<file path="src/rtl/trivium_xor_cipher.sv">
// -----------------------------------------------------------------------------
// trivium_xor_cipher
//   Consumes the serial keystream of a trivium generator and applies it to a
//   word stream. The block holds the generator enable high during warm-up. After
//   warm-up it issues exactly WIDTH enables per word and packs the returned bits
//   LSB-first into a keystream word. It then XORs that word with one accepted
//   input word and presents the result as a registered output.
//
// Ports
//   clk        in   1      clock, all logic on posedge
//   rst        in   1      synchronous active-low reset
//   ks_bit     in   1      generator keystream bit (lags its enable by one edge)
//   ks_valid   in   1      generator warm-up complete
//   ks_enable  out  1      one generator step per high cycle
//   in_data    in   WIDTH  input word
//   in_valid   in   1      input word valid
//   in_ready   out  1      input word accepted this cycle when in_valid is high
//   out_data   out  WIDTH  in_data ^ keystream word (registered)
//   out_valid  out  1      out_data valid
//   out_ready  in   1      sink accepts out_data
// -----------------------------------------------------------------------------
module trivium_xor_cipher #(
  parameter int WIDTH = 8
) (
  input  logic             clk,
  input  logic             rst,
  input  logic             ks_bit,
  input  logic             ks_valid,
  output logic             ks_enable,
  input  logic [WIDTH-1:0] in_data,
  input  logic             in_valid,
  output logic             in_ready,
  output logic [WIDTH-1:0] out_data,
  output logic             out_valid,
  input  logic             out_ready
);

  localparam int CW = $clog2(WIDTH + 1);
  localparam logic [CW-1:0] LP_WIDTH = CW'(WIDTH);
  localparam logic [CW-1:0] LP_LAST  = CW'(WIDTH - 1);

  typedef enum logic [1:0] {
    ST_WARM  = 2'd0,
    ST_FILL  = 2'd1,
    ST_ARMED = 2'd2
  } state_t;

  state_t           r_state;
  state_t           w_state_nxt;
  logic [CW-1:0]    r_issue_cnt;
  logic [CW-1:0]    r_samp_cnt;
  logic             r_en_q;
  logic [WIDTH-1:0] r_ks_word;
  logic [WIDTH-1:0] r_out_data;
  logic             r_out_valid;
  logic             w_ks_enable;
  logic             w_in_ready;
  logic             w_sample;
  logic             w_accept;

  // Next-state decode plus raw enable/ready/sample strobes
  always_comb begin
    w_state_nxt = r_state;
    w_ks_enable = 1'b0;
    w_in_ready  = 1'b0;
    w_sample    = 1'b0;
    case (r_state)
      ST_WARM: begin
        w_ks_enable = 1'b1;
        if (ks_valid) begin
          w_state_nxt = ST_FILL;
        end else begin
          w_state_nxt = ST_WARM;
        end
      end
      ST_FILL: begin
        w_ks_enable = (r_issue_cnt < LP_WIDTH);
        // A bit is meaningful one edge after a FILL-issued enable
        w_sample    = r_en_q && ks_valid;
        if (!ks_valid) begin
          w_state_nxt = ST_WARM;
        end else if (w_sample && (r_samp_cnt == LP_LAST)) begin
          w_state_nxt = ST_ARMED;
        end else begin
          w_state_nxt = ST_FILL;
        end
      end
      ST_ARMED: begin
        // A generator drop discards the armed word, so no handshake then
        w_in_ready = ks_valid && (!r_out_valid || out_ready);
        if (!ks_valid) begin
          w_state_nxt = ST_WARM;
        end else if (w_in_ready && in_valid) begin
          w_state_nxt = ST_FILL;
        end else begin
          w_state_nxt = ST_ARMED;
        end
      end
      default: begin
        w_state_nxt = ST_WARM;
      end
    endcase
  end

  // Enable and ready are held low while reset is asserted
  assign ks_enable = rst && w_ks_enable;
  assign in_ready  = rst && w_in_ready;
  assign w_accept  = in_ready && in_valid;
  assign out_data  = r_out_data;
  assign out_valid = r_out_valid;

  // State, counters, keystream packing and output register
  always_ff @(posedge clk) begin
    if (!rst) begin
      r_state     <= ST_WARM;
      r_issue_cnt <= {CW{1'b0}};
      r_samp_cnt  <= {CW{1'b0}};
      r_en_q      <= 1'b0;
      r_ks_word   <= {WIDTH{1'b0}};
      r_out_data  <= {WIDTH{1'b0}};
      r_out_valid <= 1'b0;
    end else begin
      r_state <= w_state_nxt;
      // Only enables issued in FILL are tracked, so the bit stepped out by
      // the last warm-up enable is never taken as keystream
      r_en_q  <= (r_state == ST_FILL) && w_ks_enable;
      // Counters run only while staying in FILL; any entry into FILL starts at 0
      if ((r_state == ST_FILL) && (w_state_nxt == ST_FILL)) begin
        r_issue_cnt <= r_issue_cnt + {{(CW-1){1'b0}}, w_ks_enable};
        r_samp_cnt  <= r_samp_cnt + {{(CW-1){1'b0}}, w_sample};
      end else begin
        r_issue_cnt <= {CW{1'b0}};
        r_samp_cnt  <= {CW{1'b0}};
      end
      // Right shift: after WIDTH samples the first bit sits in bit 0
      if (w_sample) begin
        r_ks_word <= {ks_bit, r_ks_word[WIDTH-1:1]};
      end else begin
        r_ks_word <= r_ks_word;
      end
      // A same-cycle accept and drain replaces the word and keeps valid high
      if (w_accept) begin
        r_out_data  <= in_data ^ r_ks_word;
        r_out_valid <= 1'b1;
      end else if (out_ready) begin
        r_out_valid <= 1'b0;
      end else begin
        r_out_valid <= r_out_valid;
      end
    end
  end

endmodule
</file>
<file path="config.mk">
export PLATFORM = sky130hd
export DESIGN_NAME = trivium_xor_cipher
export DESIGN_NICKNAME = d
export VERILOG_FILES = /design/src/rtl/trivium_xor_cipher.sv
export SDC_FILE = /design/constraint.sdc
export NUM_CORES = 1
export LEC_CHECK = 0
export CORE_ASPECT_RATIO = 1.4
export CORE_MARGIN = 3
export CORE_UTILIZATION = 53
export DETAILED_ROUTE_END_ITERATION = 12
export PLACE_DENSITY = 0.82
export SETUP_SLACK_MARGIN = 0.02
export SLEW_MARGIN = 20
export SYNTH_ARGS = -nofsm -noshare
export SYNTH_HDL_FRONTEND = slang
export SYNTH_SLANG_ARGS = --single-unit
</file>
<file path="constraint.sdc">
create_clock -name clk -period 2.8 [get_ports clk]
set_input_delay 0.42 -clock clk [delete_from_list [all_inputs] [get_ports clk]]
set_output_delay 0.42 -clock clk [all_outputs]
set_load 0.005 [all_outputs]
</file>
==> impl_metrics.toml, run 1 <==
[cells_and_area]
nets = 169
multi_input_area_um2 = 591
drive_gt1_share_pct = 7.33
area_growth_pct = 25.7
stdcell_count = 171
antenna_cells = 0
nFillCells = 150
utilization_pct = 72.4
seqCellArea_um2 = 561

[sta]
relSlewSlack_pct = 63.1
finalHoldViolCount = 0
timing.fmax_ghz = 0.434
worst-slew-pin-transition_ns = 0.549
timing.final.crit_share_pct = 82.2
slew_viol_final = 0
fin_tns_setup_ns = 0
setup_viol = 0
rsz0062_at_grt = "no"
hold_ws_ns = 0.468
finClkSkew_ns = 0.00297
fin_crit_ns = 2.30

[floorplan]
die_w_um = 45.8
die_h_um = 61.8
core_um2 = 2040
start_util_pct = 57.6
dieArea_um2 = 2830
fp-row-count = 19
ios = 25

[routing]
viasPerCell = 5.20
drt-initial-drc-count = 24
dr.pass1.iters = 4
vias = 889
wl_per_cell_um = 12.0
wl_um = 2060
drc = 0
drtAntennaViolNets = 0

[clocking]
cts.repair.resized = 0
clock_latency_ns = 0.32
cts_tree = "yes"
cts_root_buffer = "clkbuf_4"
clkTransAtPathRegs_ns = 0.14
postCtsHoldBufs = 0
numCtsBuffers = 3
post_cts_buffers = 0
clock_path_buffers = 2
htreeDepth = 1
cts.sinks = 28

[synth]
ys_seq_elements = 28
syn_area_um2 = 1180
async_reset_ff_share_pct = 0
synth_cell_types = 25
yosysWarnings = 0
ys_seq_area_share_pct = 47.6
synth-main-ff-cell = "dfxtp_1"
syn_nets = 141
synth-edff-count = 0
syn_avg_cell_area_um2 = 9.57
synthCells = 123

[place]
gp_congestion = 0.811
dpl.hpwl_um = 1600
place_inst = 167
portBuffers = 24

[critical_path]
worstPathArrival_ns = 1.88
critical_path_class = "primary input to output pin"
startpoint = "ks_valid"
r2r_slack_ns = 1.17
cp-endpoint = "in_ready"
required_ns = 2.38
r2r_start = "r_state[1]"
critPathCaptureType = "output pin"
r2r_end = "r_samp_cnt[2]"
path_max_fanout = 5
reg2reg_depth = 6
crit_path_start_kind = "primary input"

[global_route]
grt_pass1_vias = 798
grtUsageMet2_pct = 27.5
overflow = 0
grt_start_max_net_pins = 19
antenna_found_initial = 0
busiest_layer = "met2"
met3_usage_pct = 2.31
grt_pass1_wl_um = 3350
grt_util_all_layers_pct = 16.5
grtUsageMet1_pct = 19.3

[run_status]
status = "finished clean"

[power_and_ir_drop]
fin_total_pwr_mw = 0.642
vdd_drop_max_mv = 0.431
power_density_nw_per_um2 = 434
power_leakage_nw = 0.591

[run]
cap_violations = 0

[min_path]
hp-class = "register to register"
[per-layer routing]
metal  vias to the layer above  wire length [µm]  share of wire [%]
li1                        459                 -                  -
met1                       409               826                 40
met2                        17              1090                 53
met3                         4                96                4.7
met4                         0                46                2.2
met5                         -                 0                  0
[cells in the mapped netlist (all sizes together), types with 2 or more instances]
library cell  number  area, µm²
nand2             27        101
and3               2       12.5
nor2              10       37.5
xnor2             10       87.6
nand4b             2       23.8
nand3              2       10.0
xor2               2       17.5
mux2i              8       80.1
inv                5       18.8
dfxtp             28        561
clkbuf             2       7.51
a21boi            11       82.6
ha                 4       50.1
[cell families (layout without fill, tap and decap cells)]
logic type / Yosys count / in the layout / synth area share (%)
DFF: 28 / 28 / 47.6
buffers and inverters: 7 / 34 / 2.23
adders and majority gates: 4 / 4 / 4.25
and+or+nand+nor: 49 / 49 / 20.9
xor gates and xnor gates: 12 / 12 / 8.93
muxes: 8 / 8 / 6.80
AOI/OAI and AO/OA: 15 / 15 / 9.25
[layout by cell type (no fill, tap or decap), drive strengths merged]
cell	instances
a21oi	1
clkdlybuf4s50	24
xor2	2
ha	4
o21a	1
and3b	1
nand4b	2
or2	1
nand4	1
o21ai	1
nand3	2
a21boi	11
clkbuf	4
nand2b	1
xnor2	10
nor2	10
nand2	27
and2	1
mux2i	8
inv	5
buf	1
and3	2
dfxtp	28
o32ai	1
and4b	1
[metrics by stage]
step / setup slack (ns) / area, µm²
floorplan: 1.40 / 1180
global placement: 0.519 / 1440
detailed placement: 0.501 / 1440
CTS: 0.492 / 1480
global route: 0.422 / 1480
finish: 0.498 / 1480
[report_power, final]
group	switching, mW	internal (mW)	total, mW
Sequential	0.00278	0.402	0.404
Combinational	0.0180	0.0284	0.0465
Clock	0.111	0.0796	0.191
Total	0.132	0.510	0.642
[how the worst min path moves through the flow]
stage,from,end,slack (ns),cells past startpoint
after global placement,out_data[5],out_data[5],0.44,2
after CTS,out_data[0],out_data[0],0.48,2
after detailed placement,out_data[0],out_data[0],0.46,2
final,out_data[0],out_data[0],0.47,2
after global routing,out_data[0],out_data[0],0.49,2
after floorplan,out_data[0],out_data[0],0.45,2
[registers in the layout (all words and copies together), names as in the netlist]
| signal | flops |
|---|---|
| r_ks_word | 8 |
| r_state | 2 |
| r_samp_cnt | 4 |
| r_en_q | 1 |
| out_data | 8 |
| r_issue_cnt | 4 |
| out_valid | 1 |
[cell type report]
type	count	area share, %
multi-input combinational	88	39.9
tap	21	1.78
sequential	28	37.9
clock buffer	4	2.45
inverter	5	1.27
timing repair buffer	25	16.7
[critical path, cell delays in order]
cell,delay (ns)
clkdlybuf4s50_1,0.55
and3b_2,0.26
and3_1,0.16
clkdlybuf4s50_1,0.49
Power figures use the tool's default switching activity.
==> inputs of run 2 (changes only) <==
--- a/config.mk
+++ b/config.mk
@@ -7,9 +7,9 @@
 export LEC_CHECK = 0
 export CORE_ASPECT_RATIO = 1.4
 export CORE_MARGIN = 3
-export CORE_UTILIZATION = 53
+export CORE_UTILIZATION = 44
 export DETAILED_ROUTE_END_ITERATION = 12
-export PLACE_DENSITY = 0.82
+export PLACE_DENSITY = 0.72
 export SETUP_SLACK_MARGIN = 0.02
 export SLEW_MARGIN = 20
 export SYNTH_ARGS = -nofsm -noshare
==> constraint.sdc (replaced) <==
create_clock -name clk -period 1.9 [get_ports clk]
set_input_delay 0.285 -clock clk [delete_from_list [all_inputs] [get_ports clk]]
set_output_delay 0.285 -clock clk [all_outputs]
set_load 0.005 [all_outputs]
==> run 2 against run 1 <==
Effect of this change:
- clock skew up 0.00066 ns
- first-iteration DRC count is 33% lower
- final cell count increased by 11%
- critical path depth shrank 1
- routed wire length rose by 4.7%
- register-to-register slack got worse by 0.57 ns
- worst hold slack lost 0.00058 ns
- setup slack got worse by 0.39 ns
- die area grew 18%
- largest power group unchanged
==> impl_metrics.toml, run 2 (synthesized netlist as in run 1, its figures left out) <==
[routing]
drt-initial-drc-count = 16
viasPerCell = 4.88
vias = 922
wl_um = 2150
drtAntennaViolNets = 0
drc = 0
dr.pass1.iters = 2
wl_per_cell_um = 11.4

[run]
cap_violations = 0

[clocking]
numCtsBuffers = 3
clock_latency_ns = 0.31
clkTransAtPathRegs_ns = 0.13
postCtsHoldBufs = 0
htreeDepth = 1
cts_root_buffer = "clkbuf_4"
post_cts_buffers = 0
cts_tree = "yes"
clock_path_buffers = 2
cts.sinks = 28

[sta]
timing.final.crit_share_pct = 94.3
finClkSkew_ns = 0.00363
hold_ws_ns = 0.467
relSlewSlack_pct = 63.0
setup_viol = 0
timing.fmax_ghz = 0.558
rsz0062_at_grt = "no"
slew_viol_final = 0
fin_tns_setup_ns = 0
finalHoldViolCount = 0
fin_crit_ns = 1.79
worst-slew-pin-transition_ns = 0.552

[critical_path]
crit_path_start_kind = "register"
r2r_start = "r_state[1]"
critPathCaptureType = "output pin"
r2r_slack_ns = 0.60
worstPathArrival_ns = 1.51
critical_path_class = "register to output pin"
r2r_end = "r_samp_cnt[2]"
reg2reg_depth = 6
required_ns = 1.62
path_max_fanout = 3

[place]
portBuffers = 24
gp_congestion = 0.758
placed_area_um2 = 1510
dpl.hpwl_um = 1680

[cells_and_area]
area_growth_pct = 30.8
drive_gt1_share_pct = 12.3
antenna_cells = 0
final_cell_mix = "nand2_1 (27), dfxtp_1 (26), clkdlybuf4s50_1 (23)"
nets = 175
mostFrequentLayoutCell = "nand2_1"
postLayoutCellArea_um2 = 1540
nFillCells = 223

[power_and_ir_drop]
cellInternalPower_mw = 0.712
p_switching_mw = 0.189
pwr-share-seq_pct = 66.3
clkPwrFrac_pct = 25.5
power_density_nw_per_um2 = 585
comb_power_share_pct = 8.2
swShare_pct = 20.9
vdd_drop_max_mv = 0.386
power_leakage_nw = 0.620

[floorplan]
die_w_um = 49.7
ios = 25
die_h_um = 67.2
start_util_pct = 47.7
core_um2 = 2470
dieArea_um2 = 3340
fp-row-count = 21

[min_path]
hp-class = "register to register"
hp-start = "out_data[2]"
whs_path_depth = 2
hold-path-endpoint = "out_data[2]"

[run_status]
status = "finished clean"

[global_route]
grt_start_max_net_pins = 18
grt_pass1_vias = 890
overflow = 0
antenna_found_initial = 0
grt_util_all_layers_pct = 14.5
grt_pass1_wl_um = 3720
run 2: changes by cell type in the layout (fill, tap and decap cells not counted), sizes merged:
| cell | previous run | this run |
|---|---|---|
| buf | 1 | 7 |
| clkbuf | 4 | 3 |
| clkdlybuf4s50 | 24 | 23 |
| dlygate4sd2 | 0 | 1 |
run 2: through the flow:
stage	worst slack (ns)	utilization, %	instances	power, mW
5_1_grt	0.0277	62.4	189	0.940
6_report	0.108	62.4	189	0.901
4_1_cts	0.0297	61.9	189	0.915
3_5_place_dp	0.0145	60.9	186	0.683
2_1_floorplan	0.502	-	123	0.636
3_3_place_gp	0.0335	60.9	186	0.681
run 2: worst max-delay path by stage:
stage                   startpoint  depth (start not counted)             to  slack, ns
floorplan               r_state[1]                          6  r_samp_cnt[2]       0.50
global placement          ks_valid                          4       in_ready       0.03
detailed placement        ks_valid                          4       in_ready       0.01
CTS                     r_state[0]                          3      ks_enable       0.03
global route        r_issue_cnt[3]                          3      ks_enable       0.03
finish              r_issue_cnt[3]                          3      ks_enable       0.11
run 2: timing repair:
item                       CTS  global route
setup endpoints to repair    2             1
resized for setup            3             2
cloned                       0             0
run 2: layout make-up:
| type | count | area [µm²] | area share (%) |
|---|---|---|---|
| Clock buffer | 3 | 22.5 | 1.46 |
| Inverter | 5 | 18.8 | 1.22 |
| Multi-Input combinational cell | 88 | 602 | 39.1 |
| Sequential cell | 28 | 563 | 36.6 |
| Tap cell | 34 | 42.5 | 2.76 |
| Timing Repair Buffer | 31 | 292 | 18.9 |
run 2: power groups by stage:
stage                     clock (mW)  combinational [mW]  sequential, mW
after floorplan                    0              0.0281           0.608
after global placement             0              0.0719           0.609
after detailed placement           0              0.0740           0.609
after CTS                      0.244              0.0746           0.597
after global routing           0.261              0.0807           0.598
final                          0.230              0.0736           0.597
run 2: critical path, cell delays in order, from the launching register on:
cell             delay [ns]
dfxtp_1                0.37
a21oi_4                0.18
and2_1                 0.15
clkdlybuf4s50_1        0.50
run 2: metal layers:
layer / routed length (µm) / vias up / part of all wire, % / global-route usage (%)
li1: - / 474 / - / -
met1: 863 / 427 / 40 / 15.1
met2: 1180 / 17 / 55 / 27.2
met3: 75 / 4 / 3.5 / 3.09
met4: 31 / 0 / 1.4 / 7.61
met5: 0 / - / 0 / 0
